<file path="src/rtl/pipelined_adder_pkg.sv">
// Shared definitions for the pipelined adder family: mode encoding,
// default geometry and a small helper for slice sizing.
package pipelined_adder_pkg;

   // Operation select carried on the sub input.
   typedef enum logic {
      MODE_ADD = 1'b0,
      MODE_SUB = 1'b1
   } mode_e;

   localparam int DEFAULT_WIDTH  = 8;
   localparam int DEFAULT_STAGES = 2;

   // Bits handled by each pipeline stage.
   function automatic int slice_width(input int width, input int stages);
      return width / stages;
   endfunction

endpackage

</file>
<file path="src/rtl/adder_slice.sv">
// Purely combinational SW-bit adder slice with carry in and carry out.
// One instance sits in each pipeline stage; all state lives in the parent.
module adder_slice
   import pipelined_adder_pkg::*;
#(
   parameter int SW = 4
) (
   input  logic [SW-1:0] a,
   input  logic [SW-1:0] b,
   input  logic          ci,
   output logic [SW-1:0] s,
   output logic          co
);

   // Widen by one bit so the carry falls out of the top of the sum.
   assign {co, s} = {1'b0, a} + {1'b0, b} + {{SW{1'b0}}, ci};

endmodule

</file>
<file path="src/rtl/pipelined_adder.sv">
// Carry-pipelined adder/subtractor. Operands are cut into STAGES slices;
// stage k adds slice k using the carry registered by stage k-1, while the
// not-yet-consumed operand slices ride along in skew registers. Legal
// geometry: WIDTH 2..64, STAGES 1..WIDTH with WIDTH divisible by STAGES.
module pipelined_adder
   import pipelined_adder_pkg::*;
#(
   parameter int WIDTH  = DEFAULT_WIDTH,
   parameter int STAGES = DEFAULT_STAGES
) (
   input  logic             clk,
   input  logic             reset,
   input  logic             en,
   input  logic             in_valid,
   input  logic [WIDTH-1:0] in0,
   input  logic [WIDTH-1:0] in1,
   input  logic             sub,
   input  logic             cin,
   output logic [WIDTH:0]   out,
   output logic             overflow,
   output logic             out_valid
);

   localparam int SW = slice_width(WIDTH, STAGES);
   localparam logic [WIDTH-1:0] SLICE_MASK = WIDTH'({SW{1'b1}});

   // Pipeline registers, one entry per stage. a_q/b_q carry the operands
   // forward (upper slices still unconsumed), sum_q accumulates result
   // slices 0..k, carry_q is the carry out of the slice summed in stage k.
   logic [WIDTH-1:0]  a_q     [STAGES];
   logic [WIDTH-1:0]  b_q     [STAGES];
   logic [WIDTH-1:0]  sum_q   [STAGES];
   logic              carry_q [STAGES];
   logic [STAGES-1:0] valid_q;
   logic              overflow_q;

   // Per-stage inputs (from the ports for stage 0, from the previous
   // stage's registers otherwise) and next-state values.
   logic [WIDTH-1:0]  a_src     [STAGES];
   logic [WIDTH-1:0]  b_src     [STAGES];
   logic [WIDTH-1:0]  sum_src   [STAGES];
   logic              carry_src [STAGES];
   logic [WIDTH-1:0]  sum_d     [STAGES];
   logic              carry_d   [STAGES];
   logic              overflow_d;

   // Subtraction is a + ~b + 1: invert in1 and force the carry-in once,
   // at the entry to the pipeline.
   mode_e            mode;
   logic [WIDTH-1:0] in1_eff;
   logic             cin_eff;

   assign mode    = mode_e'(sub);
   assign in1_eff = (mode == MODE_SUB) ? ~in1 : in1;
   assign cin_eff = (mode == MODE_SUB) ? 1'b1 : cin;

   genvar gi;
   generate
      for (gi = 0; gi < STAGES; gi++) begin : g_stage
         logic [SW-1:0] slice_s;
         logic          slice_co;

         if (gi == 0) begin : g_head
            assign a_src[gi]     = in0;
            assign b_src[gi]     = in1_eff;
            assign sum_src[gi]   = '0;
            assign carry_src[gi] = cin_eff;
         end else begin : g_body
            assign a_src[gi]     = a_q[gi-1];
            assign b_src[gi]     = b_q[gi-1];
            assign sum_src[gi]   = sum_q[gi-1];
            assign carry_src[gi] = carry_q[gi-1];
         end

         adder_slice #(
            .SW (SW)
         ) u_slice (
            .a  (a_src[gi][gi*SW +: SW]),
            .b  (b_src[gi][gi*SW +: SW]),
            .ci (carry_src[gi]),
            .s  (slice_s),
            .co (slice_co)
         );

         // Drop this stage's slice into its place in the running sum.
         assign sum_d[gi]   = (sum_src[gi] & ~(SLICE_MASK << (gi*SW)))
                            | (WIDTH'(slice_s) << (gi*SW));
         assign carry_d[gi] = slice_co;

         // The MSB lives in the last slice; the carry into it is recovered
         // from the operand and sum bits at that position.
         if (gi == STAGES-1) begin : g_tail
            assign overflow_d = slice_co
                              ^ (a_src[gi][WIDTH-1] ^ b_src[gi][WIDTH-1] ^ slice_s[SW-1]);
         end
      end
   endgenerate

   // Advance every stage together when enabled; reset wins over enable
   // and drops both in-flight work and any operation offered this cycle.
   always_ff @(posedge clk) begin
      if (reset) begin
         valid_q    <= '0;
         overflow_q <= 1'b0;
         for (int k = 0; k < STAGES; k++) begin
            sum_q[k]   <= '0;
            carry_q[k] <= 1'b0;
         end
      end else if (en) begin
         valid_q[0] <= in_valid;
         for (int k = 1; k < STAGES; k++) begin
            valid_q[k] <= valid_q[k-1];
         end
         overflow_q <= overflow_d;
         for (int k = 0; k < STAGES; k++) begin
            a_q[k]     <= a_src[k];
            b_q[k]     <= b_src[k];
            sum_q[k]   <= sum_d[k];
            carry_q[k] <= carry_d[k];
         end
      end
   end

   assign out       = {carry_q[STAGES-1], sum_q[STAGES-1]};
   assign overflow  = overflow_q;
   assign out_valid = valid_q[STAGES-1];

endmodule

</file>
<file path="config.mk">
export PLATFORM = sky130hd
export DESIGN_NAME = pipelined_adder
export DESIGN_NICKNAME = d
export VERILOG_FILES = /design/src/rtl/pipelined_adder_pkg.sv /design/src/rtl/adder_slice.sv /design/src/rtl/pipelined_adder.sv
export SDC_FILE = /design/constraint.sdc
export NUM_CORES = 1
export LEC_CHECK = 0
export BUFFER_PORTS_ARGS = -buffer_cell sky130_fd_sc_hd__buf_4
export CORE_AREA = 10 10 70 96
export DETAILED_ROUTE_END_ITERATION = 10
export DIE_AREA = 0 0 80 106
export PLACE_DENSITY = 0.49
export SETUP_SLACK_MARGIN = 0.05
export SLEW_MARGIN = 20
export SYNTH_ARGS = -nofsm -noshare
export SYNTH_HDL_FRONTEND = slang
export SYNTH_SLANG_ARGS = --single-unit
</file>
<file path="constraint.sdc">
create_clock -name clk -period 2.34 [get_ports clk]
set_input_delay 0.468 -clock clk [delete_from_list [all_inputs] [get_ports clk]]
set_output_delay 0.468 -clock clk [all_outputs]
set_load 0.02 [all_outputs]
</file>
==> metrics.md, run 1 <==
| Metric | Value |
|---|---|
| Synthesis Warnings | 0 |
| Syn Nets | 117 |
| Register Area | 720.7 sq um |
| Leak | 0.6879 nW |
| Cells after DPL | 183 |
| Via count | 710 |
| Slew @ Worst Pin | 0.4699 ns |
| CTS Root Cell | clkbuf_8 |
| Max Cap Viol | 0 |
| Share of cells above drive strength 1 | 35.54% |
| Row count | 31 |
| Die W | 80 um |
| Post-CTS Hold Fix Bufs | 0 |
| Multi-input logic area | 470.5 sq um |
| R2r endpoint | overflow$_SDFFE_PP0P_ |
| Min Tclk post-route | 2.030 ns |
| Synth top cells by count | edfxtp_1 (22), xor2_1 (11), nor2_1 (8), and2_1 (7), ha_1 (6) |
| Worst-Skew Late Latency | 0.26 ns |
| Total Routing Usage GR | 5.331% |
| Final Non-Filler Cells | 187 |
| Initial Util | 23.97% |
| Antenna violations before repair | 0 |
| Total number of H-tree levels | 1 |
| CORE AREA | 0.005042 sq mm |
| Number of synthesized flops with an enable pin | 22 |
| Distinct cells, synth | 23 |
| Final setup vio count | 0 |
| Post-route ant nets | 0 |
| Tcrit/Tclk final | 86.77% |
| Hold Path Class | input pin to register |
| Rel. slew slack | 68.64% |
| Sequential cell area fraction in the yosys report | 59.63% |
| CP max stage cell | fa_1 |
| CP Data Arrival Time | 2.04 ns |
| Critical path's top delay family | adder cells |
| Worst setup path class | input pin to register |
| Post-DP HPWL | 1799 um |
| Detailed Routing Iterations Pass 1 | 3 |
| Max VDD drop | 0.2157 mV |
| CP Capture Point | carry_q[0][0]$_SDFFCE_PN0P_ |
| Fin. max-slew vios | 0 |
| Number of post-CTS setup repair buffers | 0 |
| Setup TNS Final | 0 ns |
| Cell with the most instances after synthesis | edfxtp_1 |
| PD cells | 627.4 mW/mm^2 |
| Initial DRC Count | 33 |
| Vias per cell | 3.797 |
| Worst-path clk slew | 0.09 ns |
| Avg WL per Cell | 11.29 um |
| Total Wirelength | 2112 um |
| Final GP Congestion | 0.7217 |
| First-pass GRT wire length | 3677 um |
| Peak Freq | 492.5 MHz |
| Synth area leader | edfxtp_1 |
| Ys flop type | edfxtp_1 |
| Skew final | 0.008291 ns |
| Filler cell count | 542 |
| Worst setup path start | sub |
| HP Start | in0[4] |
| Reg-to-reg critical path startpoint | b_q[0][4]$_DFFE_PP_ |
| Startpoint types | input pin |
| Worst path depth | 7 |
| RSZ-0062 raised after global routing | false |
| Fin. Hold Viols | 0 |
| Clock Path Buffers | 2 |
| Drt drc | 0 |
| Yosys top cell area share | 54.66% |
| Slowest cell delay on critical path | 0.42 ns |
| Syn_area_per_cell | 14.22 sq um |
| CP bufs+invs | 1 |
| TritonCTS buffer count | 3 |
| Worst path required time | 2.35 ns |
| IO Port Bufs | 32 |
| ANT cells | 0 |
| Mapped Cells | 85 |
| Pin count of the biggest net entering global routing | 17 |
| Sink Count | 25 |
| FF-to-FF setup slack | 0.37 ns |
| Crit end category | register |
| #FFs+latches synth | 25 |
| Nets@finish | 154 |
| I/O pin count | 33 |
| TritonCTS clock tree | built |
| Top cells by area, synth | edfxtp_1 (55%), xor2_1 (8.0%), fa_1 (6.6%), ha_1 (6.2%), dfxtp_1 (5.0%) |
| CP max FO | 5 |
| Vias in the first global route | 845 |
| Die height | 106 um |
| R2r worst-path depth | 7 |
| Area growth, synth to finish | 30.95% |
| Post-synthesis async set-or-reset flop share | 0% |
| DIE AREA | 0.008480 sq mm |
| CP cell instances | buf_4 > or2_2 > fa_1 > fa_2 > a21o_1 > a21oi_1 > nor2_1 |
| Post_cts resized | 0 |
| Synthesized area | 0.001209 sq mm |
| Status | complete, no violations |
| Congestion Overflow GR | 0 |
## worst reg2reg max path: stages, from the launching register on
cell and delay (ns):
edfxtp_1 0.41, fa_1 0.46, inv_1 0.08, fa_1 0.17, and2b_1 0.19, o22a_1 0.20
xor2_1 0.16, a211oi_2 0.22
## worst min path at each step
stage                         endpoint  cells after the start
4_1_cts            a_q[0][7]$_DFFE_PP_                      1
6_report           a_q[0][4]$_DFFE_PP_                      1
3_3_place_gp   valid_q[0]$_SDFFE_PP0P_                      2
3_5_place_dp   valid_q[0]$_SDFFE_PP0P_                      2
5_1_grt            a_q[0][7]$_DFFE_PP_                      1
2_1_floorplan  valid_q[0]$_SDFFE_PP0P_                      2
## logic make-up after synthesis
group           Yosys count  synth area share (%)
xor+xnor                 12                 8.696
compound gates            8                 5.176
flops                    25                 59.63
mux                       2                 1.656
simple gates             23                 10.35
fa+ha+maj                10                 12.84
buf+inv                   5                 1.656
## power breakdown
group / internal, mW / total [mW] / switching (mW)
sequential: 0.530 / 0.542 / 0.0124
combinational: 0.103 / 0.205 / 0.102
clock: 0.119 / 0.246 / 0.127
total: 0.751 / 0.993 / 0.242
## metrics by stage
| step | util, % | hold slack [ns] | area, sq um | setup WS, ns | total power [mW] |
|---|---|---|---|---|---|
| 5_1_grt | 31.39 | 0.3568 | 1583 | 0.2312 | 1.062 |
| 3_5_place_dp | 30.47 | 0.4962 | 1536 | 0.02932 | 0.7633 |
| 2_1_floorplan | - | 0.4601 | 1211 | 0.05643 | 0.6797 |
| 3_3_place_gp | 30.47 | 0.4731 | 1536 | 0.05143 | 0.7580 |
| 6_report | 31.39 | 0.3731 | 1583 | 0.3096 | 0.9930 |
| 4_1_cts | 31.39 | 0.3654 | 1583 | 0.3078 | 1.010 |
## placed cells by master (no fill, tap or decap), drive strengths merged
| master | n |
|---|---|
| buf | 33 |
| edfxtp | 22 |
| xor2 | 11 |
| nor2 | 8 |
| and2 | 8 |
| ha | 6 |
| inv | 4 |
| fa | 4 |
| a21o | 3 |
| clkbuf | 3 |
| dfxtp | 3 |
| or2 | 3 |
| a21oi | 3 |
| mux2i | 2 |
| nand2b | 1 |
| xnor2 | 1 |
| and2b | 1 |
| o22a | 1 |
| a211oi | 1 |
| nor2b | 1 |
| nor3 | 1 |
| clkinv | 1 |
## per-layer routing
| metal | GRT usage (%) | share of wire (%) | vias to the layer above |
|---|---|---|---|
| met5 | 0 | 0 | - |
| met4 | 3.409 | 2.3 | 0 |
| met3 | 1.855 | 8.6 | 2 |
| met2 | 8.516 | 50 | 26 |
| met1 | 5.815 | 39 | 319 |
| li1 | - | - | 363 |
## area by class of cell
class	count	share of cell area, %
Clock buffer	3	2.609
Multi-Input combinational cell	55	29.72
Clock inverter	1	0.3162
Tap cell	66	5.217
Sequential cell	25	45.53
Inverter	4	0.9486
Timing Repair Buffer	33	15.65
## flip-flops by register name, indices dropped and copies added, names as in the netlist
signal    count
a_q           4
b_q           4
carry_q       2
overflow      1
sum_q        12
valid_q       2
Power figures use the tool's default switching activity.
==> run 2: changes to the inputs <==
==> constraint.sdc (replaced) <==
create_clock -name clk -period 2.34 [get_ports clk]
set_input_delay 0.117 -clock clk [delete_from_list [all_inputs] [get_ports clk]]
set_output_delay 0.117 -clock clk [all_outputs]
set_load 0.02 [all_outputs]
==> run 2 against run 1 <==
  * Sequential cell count is the same
  * Via count fell by 2.4%
  * Highest routed layer unchanged
  * Utilization down 0.22 points
==> metrics.md, run 2 (synthesis results as in run 1) <==
| Metric | Value |
|---|---|
| Final Non-Filler Cells | 186 |
| Leak | 0.6811 nW |
| Setup TNS Final | 0 ns |
| Final GP Congestion | 0.7113 |
| Top Registers | sum_q x12, a_q x4, b_q x4 |
| Sw power | 0.2352 mW |
| Tcrit/Tclk final | 82.60% |
| Die W | 80 um |
| Biggest register | sum_q |
| Nets@finish | 153 |
| Design Area, Final | 0.001572 sq mm |
| Worst-path clk slew | 0.08 ns |
| HP Start | in0[6] |
| Reg-to-reg critical path startpoint | b_q[0][4]$_DFFE_PP_ |
| Pin count of the biggest net entering global routing | 17 |
| Share of cells above drive strength 1 | 33.33% |
| Slew @ Worst Pin | 0.4573 ns |
| Clock Path Buffers | 2 |
| FF-to-FF setup slack | 0.41 ns |
| Int Pwr | 0.7522 mW |
| Met3 wire length | 215 um |
| Area growth, synth to finish | 30.02% |
| Initial DRC Count | 20 |
| Total Wirelength | 1978 um |
| Detailed Routing Iterations Pass 1 | 2 |
| Sink Count | 25 |
| Post-DP HPWL | 1652 um |
| Hold Path Stages | 1 |
| Cells after DPL | 182 |
| Clock power frac | 24.7% |
| First-pass GRT wire length | 3615 um |
| Rel. slew slack | 69.48% |
| Antenna violations before repair | 0 |
| Routed wl met2 | 870 um |
| I/O pin count | 33 |
| Filler cell count | 547 |
| PD cells | 628.3 mW/mm^2 |
| Vias per cell | 3.726 |
| Max VDD drop | 0.2462 mV |
| Avg WL per Cell | 10.63 um |
| Total number of H-tree levels | 1 |
| Post_cts resized | 0 |
| Hold endpoint | a_q[0][6]$_DFFE_PP_ |
| CP Data Arrival Time | 1.96 ns |
| RSZ-0062 raised after global routing | false |
| TritonCTS clock tree | built |
| IO Port Bufs | 32 |
| DIE AREA | 0.008480 sq mm |
| Die height | 106 um |
| DP Area | 0.001526 sq mm |
| Worst path required time | 2.36 ns |
| Largest register FFs | 12 |
| Row count | 31 |
| Final setup vio count | 0 |
| Final hold slack | 0.02622 ns |
| Congestion Overflow GR | 0 |
| Net Sw Frac | 23.82% |
| Number of post-CTS setup repair buffers | 0 |
| Gate power share | 20.4% |
| Startpoint types | register |
| Via count | 693 |
| Fin. max-slew vios | 0 |
| CORE AREA | 0.005042 sq mm |
| Status | complete, no violations |
| Skew final | 0.005571 ns |
| Commonest non-fill, non-tap cell in the layout | buf_4 |
| Hold Path Class | input pin to register |
| Max layer used | met4 |
| ANT cells | 0 |
| Most frequent cells in the layout | buf_4 (32), edfxtp_1 (22), xor2_1 (11), nor2_1 (8), and2_1 (7) |
| Worst setup path class | register to register |
| Vias in the first global route | 842 |
| Crit end category | register |
| M1 WL | 859 um |
| Initial Util | 23.97% |
| Total Routing Usage GR | 5.228% |
| R2r endpoint | carry_q[0][1]$_SDFFCE_PN0P_ |
| Drt drc | 0 |
| Worst-Skew Late Latency | 0.26 ns |
| CTS Root Cell | clkbuf_8 |
| Post-layout util | 31.17% |
| Post-route ant nets | 0 |
| Sequential share of power | 54.8% |
| Post-CTS Hold Fix Bufs | 0 |
| Max Cap Viol | 0 |
| R2r worst-path depth | 6 |
| Peak Freq | 517.4 MHz |
| Min Tclk post-route | 1.933 ns |
| TritonCTS buffer count | 3 |
| CP max FO | 2 |
| Fin. Hold Viols | 0 |
-- run 2: changes by cell type in the layout (fill, tap and decap cells not counted) --
cell	change
buf_4	-1
clkbuf_1	+1
clkinv_2	-1
fa_1	+1
fa_2	-1
-- run 2: worst max path at each step --
stage                        start                          end  slack (ns)
6_report       b_q[0][4]$_DFFE_PP_  carry_q[0][1]$_SDFFCE_PN0P_        0.41
3_3_place_gp                   sub  carry_q[0][0]$_SDFFCE_PN0P_        0.32
4_1_cts        b_q[0][4]$_DFFE_PP_        overflow$_SDFFE_PP0P_        0.40
2_1_floorplan                  sub  carry_q[0][0]$_SDFFCE_PN0P_        0.36
3_5_place_dp                   sub  carry_q[0][0]$_SDFFCE_PN0P_        0.29
5_1_grt        b_q[0][4]$_DFFE_PP_        overflow$_SDFFE_PP0P_        0.29
-- run 2: power by group through the flow --
| stage | Combinational (mW) | Clock (mW) | Sequential, mW |
|---|---|---|---|
| CTS | 0.208 | 0.254 | 0.542 |
| finish | 0.202 | 0.244 | 0.541 |
| floorplan | 0.107 | 0 | 0.572 |
| global route | 0.231 | 0.276 | 0.545 |
| detailed placement | 0.207 | 0 | 0.552 |
| global placement | 0.204 | 0 | 0.552 |
-- run 2: critical path: stages (launching register included) --
cell and delay, ns:
edfxtp_1 0.40, fa_1 0.45, inv_1 0.08, fa_1 0.17
and2b_1 0.20, o22a_1 0.21, and2_2 0.19
-- run 2: through the flow --
step | setup slack, ns | power [mW]
after global routing | 0.2905 | 1.053
after floorplan | 0.3600 | 0.6791
after global placement | 0.3190 | 0.7561
after detailed placement | 0.2947 | 0.7588
final | 0.4073 | 0.9873
after CTS | 0.3957 | 1.004
-- run 2: area by class of cell --
class	count	area, sq um	area share (%)
flip-flops and latches	25	720.7	45.86
multi-input cells	55	467.9	29.78
repair buffers	32	240.2	15.29
well taps	66	82.58	5.255
clock buffers	4	45.04	2.866
inverters	4	15.01	0.9554
-- run 2: routing by layer --
layer,GRT usage [%],vias to the layer above
li1,-,360
met1,5.711,302
met2,7.825,27
met3,3.035,4
met4,2.652,0
met5,0,-
==> run 3: changes to the inputs <==
Settings changed: PLACE_DENSITY 0.49 to 0.47.
Clock period 2.34 ns to 2 ns, I/O delays scaled along.
==> run 3 against run 2 <==
  * Cell area up 4.2%
  * Sequential power up 17%
  * Clock-buffer cell count unchanged
  * Die area unchanged
  * Global-route usage about the same
  * Via count up 6.3%
  * Combinational power up 25%
  * Hold slack better by 0.039 ns
  * Clock skew down 0.00055 ns
  * Cell count up 3.2%
  * Critical path depth unchanged
  * Clock power up 17%
==> metrics.md, run 3 (synthesis results as in run 1) <==
| Metric | Value |
|---|---|
| Final setup vio count | 0 |
| Top Registers | sum_q x12, a_q x4, b_q x4 |
| Congestion Overflow GR | 0 |
| Total Routing Usage GR | 5.226% |
| Gr busiest metal | met2 |
| Skew final | 0.005018 ns |
| I/O pin count | 33 |
| Final hold slack | 0.06525 ns |
| Crit end category | register |
| Hold Path Class | input pin to register |
| Sw power | 0.2813 mW |
| Detailed Routing Iterations Pass 1 | 4 |
| Vias in the first global route | 889 |
| CP bufs+invs | 1 |
| CP Data Arrival Time | 1.89 ns |
| Share of cells above drive strength 1 | 35.71% |
| CTS Root Cell | clkbuf_8 |
| Fin. Hold Viols | 0 |
| Worst-Skew Late Latency | 0.26 ns |
| Sequential share of power | 54.0% |
| Initial Util | 23.97% |
| CORE AREA | 0.005042 sq mm |
| Post-route ant nets | 0 |
| Drt drc | 0 |
| Register Area | 720.7 sq um |
| Filler cell count | 525 |
| Pin count of the biggest net entering global routing | 17 |
| Number of post-CTS setup repair buffers | 0 |
| Max Cap Viol | 0 |
| Leak | 0.7043 nW |
| TritonCTS buffer count | 3 |
| Antenna violations before repair | 0 |
| Tcrit/Tclk final | 92.98% |
| Row count | 31 |
| Clock power frac | 24.4% |
| Gate power share | 21.6% |
| Avg WL per Cell | 10.98 um |
| Worst path required time | 2.03 ns |
| Initial DRC Count | 18 |
| Met1 Track Usage GR | 5.703% |
| Worst setup path class | register to register |
| Most frequent cells in the layout | buf_4 (33), edfxtp_1 (22), xor2_1 (11), nor2_1 (8), and2_1 (7) |
| Via count | 737 |
| Post-DP HPWL | 1686 um |
| Startpoint types | register |
| Int Pwr | 0.8917 mW |
| Multi-input logic area | 476.7 sq um |
| Vias per cell | 3.839 |
| Total Wirelength | 2109 um |
| Total number of H-tree levels | 1 |
| Clock Path Buffers | 2 |
| Max VDD drop | 0.2625 mV |
| CP cell instances | fa_2 > inv_2 > fa_2 > and2b_1 > o22a_1 > and2_4 |
| Rel. slew slack | 67.98% |
| Sink Count | 25 |
| Slowest cell delay on critical path | 0.41 ns |
| CP max stage cell | edfxtp_1 |
| Biggest register | sum_q |
| Fin. max-slew vios | 0 |
| DIE AREA | 0.008480 sq mm |
| IO Port Bufs | 32 |
| Worst-path clk slew | 0.08 ns |
| Min Tclk post-route | 1.860 ns |
| RSZ-0062 raised after global routing | false |
| Final GP Congestion | 0.7287 |
| Nets@finish | 159 |
| Setup TNS Final | 0 ns |
| Area growth, synth to finish | 35.51% |
| First-pass GRT wire length | 3684 um |
| Peak Freq | 537.7 MHz |
| Design Area, Final | 0.001638 sq mm |
| Die height | 106 um |
| Grt met2 use | 8.285% |
| TritonCTS clock tree | built |
| Most numerous cell on the critical path | fa_2 |
| ANT cells | 0 |
| Critical path's top delay family | adder cells |
| Status | complete, no violations |
| CP max FO | 2 |
| GR met3 Demand/Resource | 1.855% |
| Die W | 80 um |
| Commonest non-fill, non-tap cell in the layout | buf_4 |
| Largest register FFs | 12 |
| PD cells | 716.2 mW/mm^2 |
| Net Sw Frac | 23.98% |
| Slew @ Worst Pin | 0.4798 ns |
| DP Area | 0.001536 sq mm |
==> run 3: changes by cell type in the layout (fill, tap and decap cells not counted), sizes merged <==
cell,delta
dlygate4sd3,+5
buf,+1
==> run 3: power by group through the flow <==
stage               Combinational (mW)  Sequential, mW  Clock (mW)
detailed placement               0.246           0.646           0
floorplan                        0.126           0.670           0
finish                           0.253           0.634       0.286
global route                     0.286           0.639       0.327
global placement                 0.242           0.645           0
CTS                              0.249           0.635       0.297
==> run 3: area by class of cell <==
class	instances	area share, %
clock buffers	4	2.750
inverters	4	0.9167
multi-input cells	55	29.11
flip-flops and latches	25	44.00
well taps	66	5.042
repair buffers	38	18.18
==> run 3: what timing repair did <==
action | 4_1_cts | 5_1_grt
hold buffers | 0 | 5
pin swaps | 0 | 4
gates resized for setup | 1 | 3
setup endpoints to repair | 2 | 2
hold endpoints to repair | 0 | 5
==> run 3: path summary, 6_finish.rpt <==
check             slack, ns                         from  cells after the start                           to
setup reg to reg       0.14  carry_q[0][0]$_SDFFCE_PN0P_                      6  carry_q[0][1]$_SDFFCE_PN0P_
hold reg to reg        0.50      valid_q[1]$_SDFFE_PP0P_                      2      valid_q[1]$_SDFFE_PP0P_
hold / removal         0.07                           en                      2        overflow$_SDFFE_PP0P_
setup / recovery       0.14  carry_q[0][0]$_SDFFCE_PN0P_                      6  carry_q[0][1]$_SDFFCE_PN0P_
==> run 3: stage by stage <==
step	util, %	setup slack (ns)	instances	power (mW)
2_1_floorplan	-	0.08443	85	0.7953
3_3_place_gp	30.47	0.07969	183	0.8875
3_5_place_dp	30.47	0.03462	183	0.8927
4_1_cts	31.41	0.07994	187	1.181
5_1_grt	32.48	0.05559	192	1.253
6_report	32.48	0.1404	192	1.173
==> run 3: routing by layer <==
layer	share of wire (%)	wire, um
met5	0	0
met4	4.3	90
met3	7.0	147
met2	45	955
met1	43	916
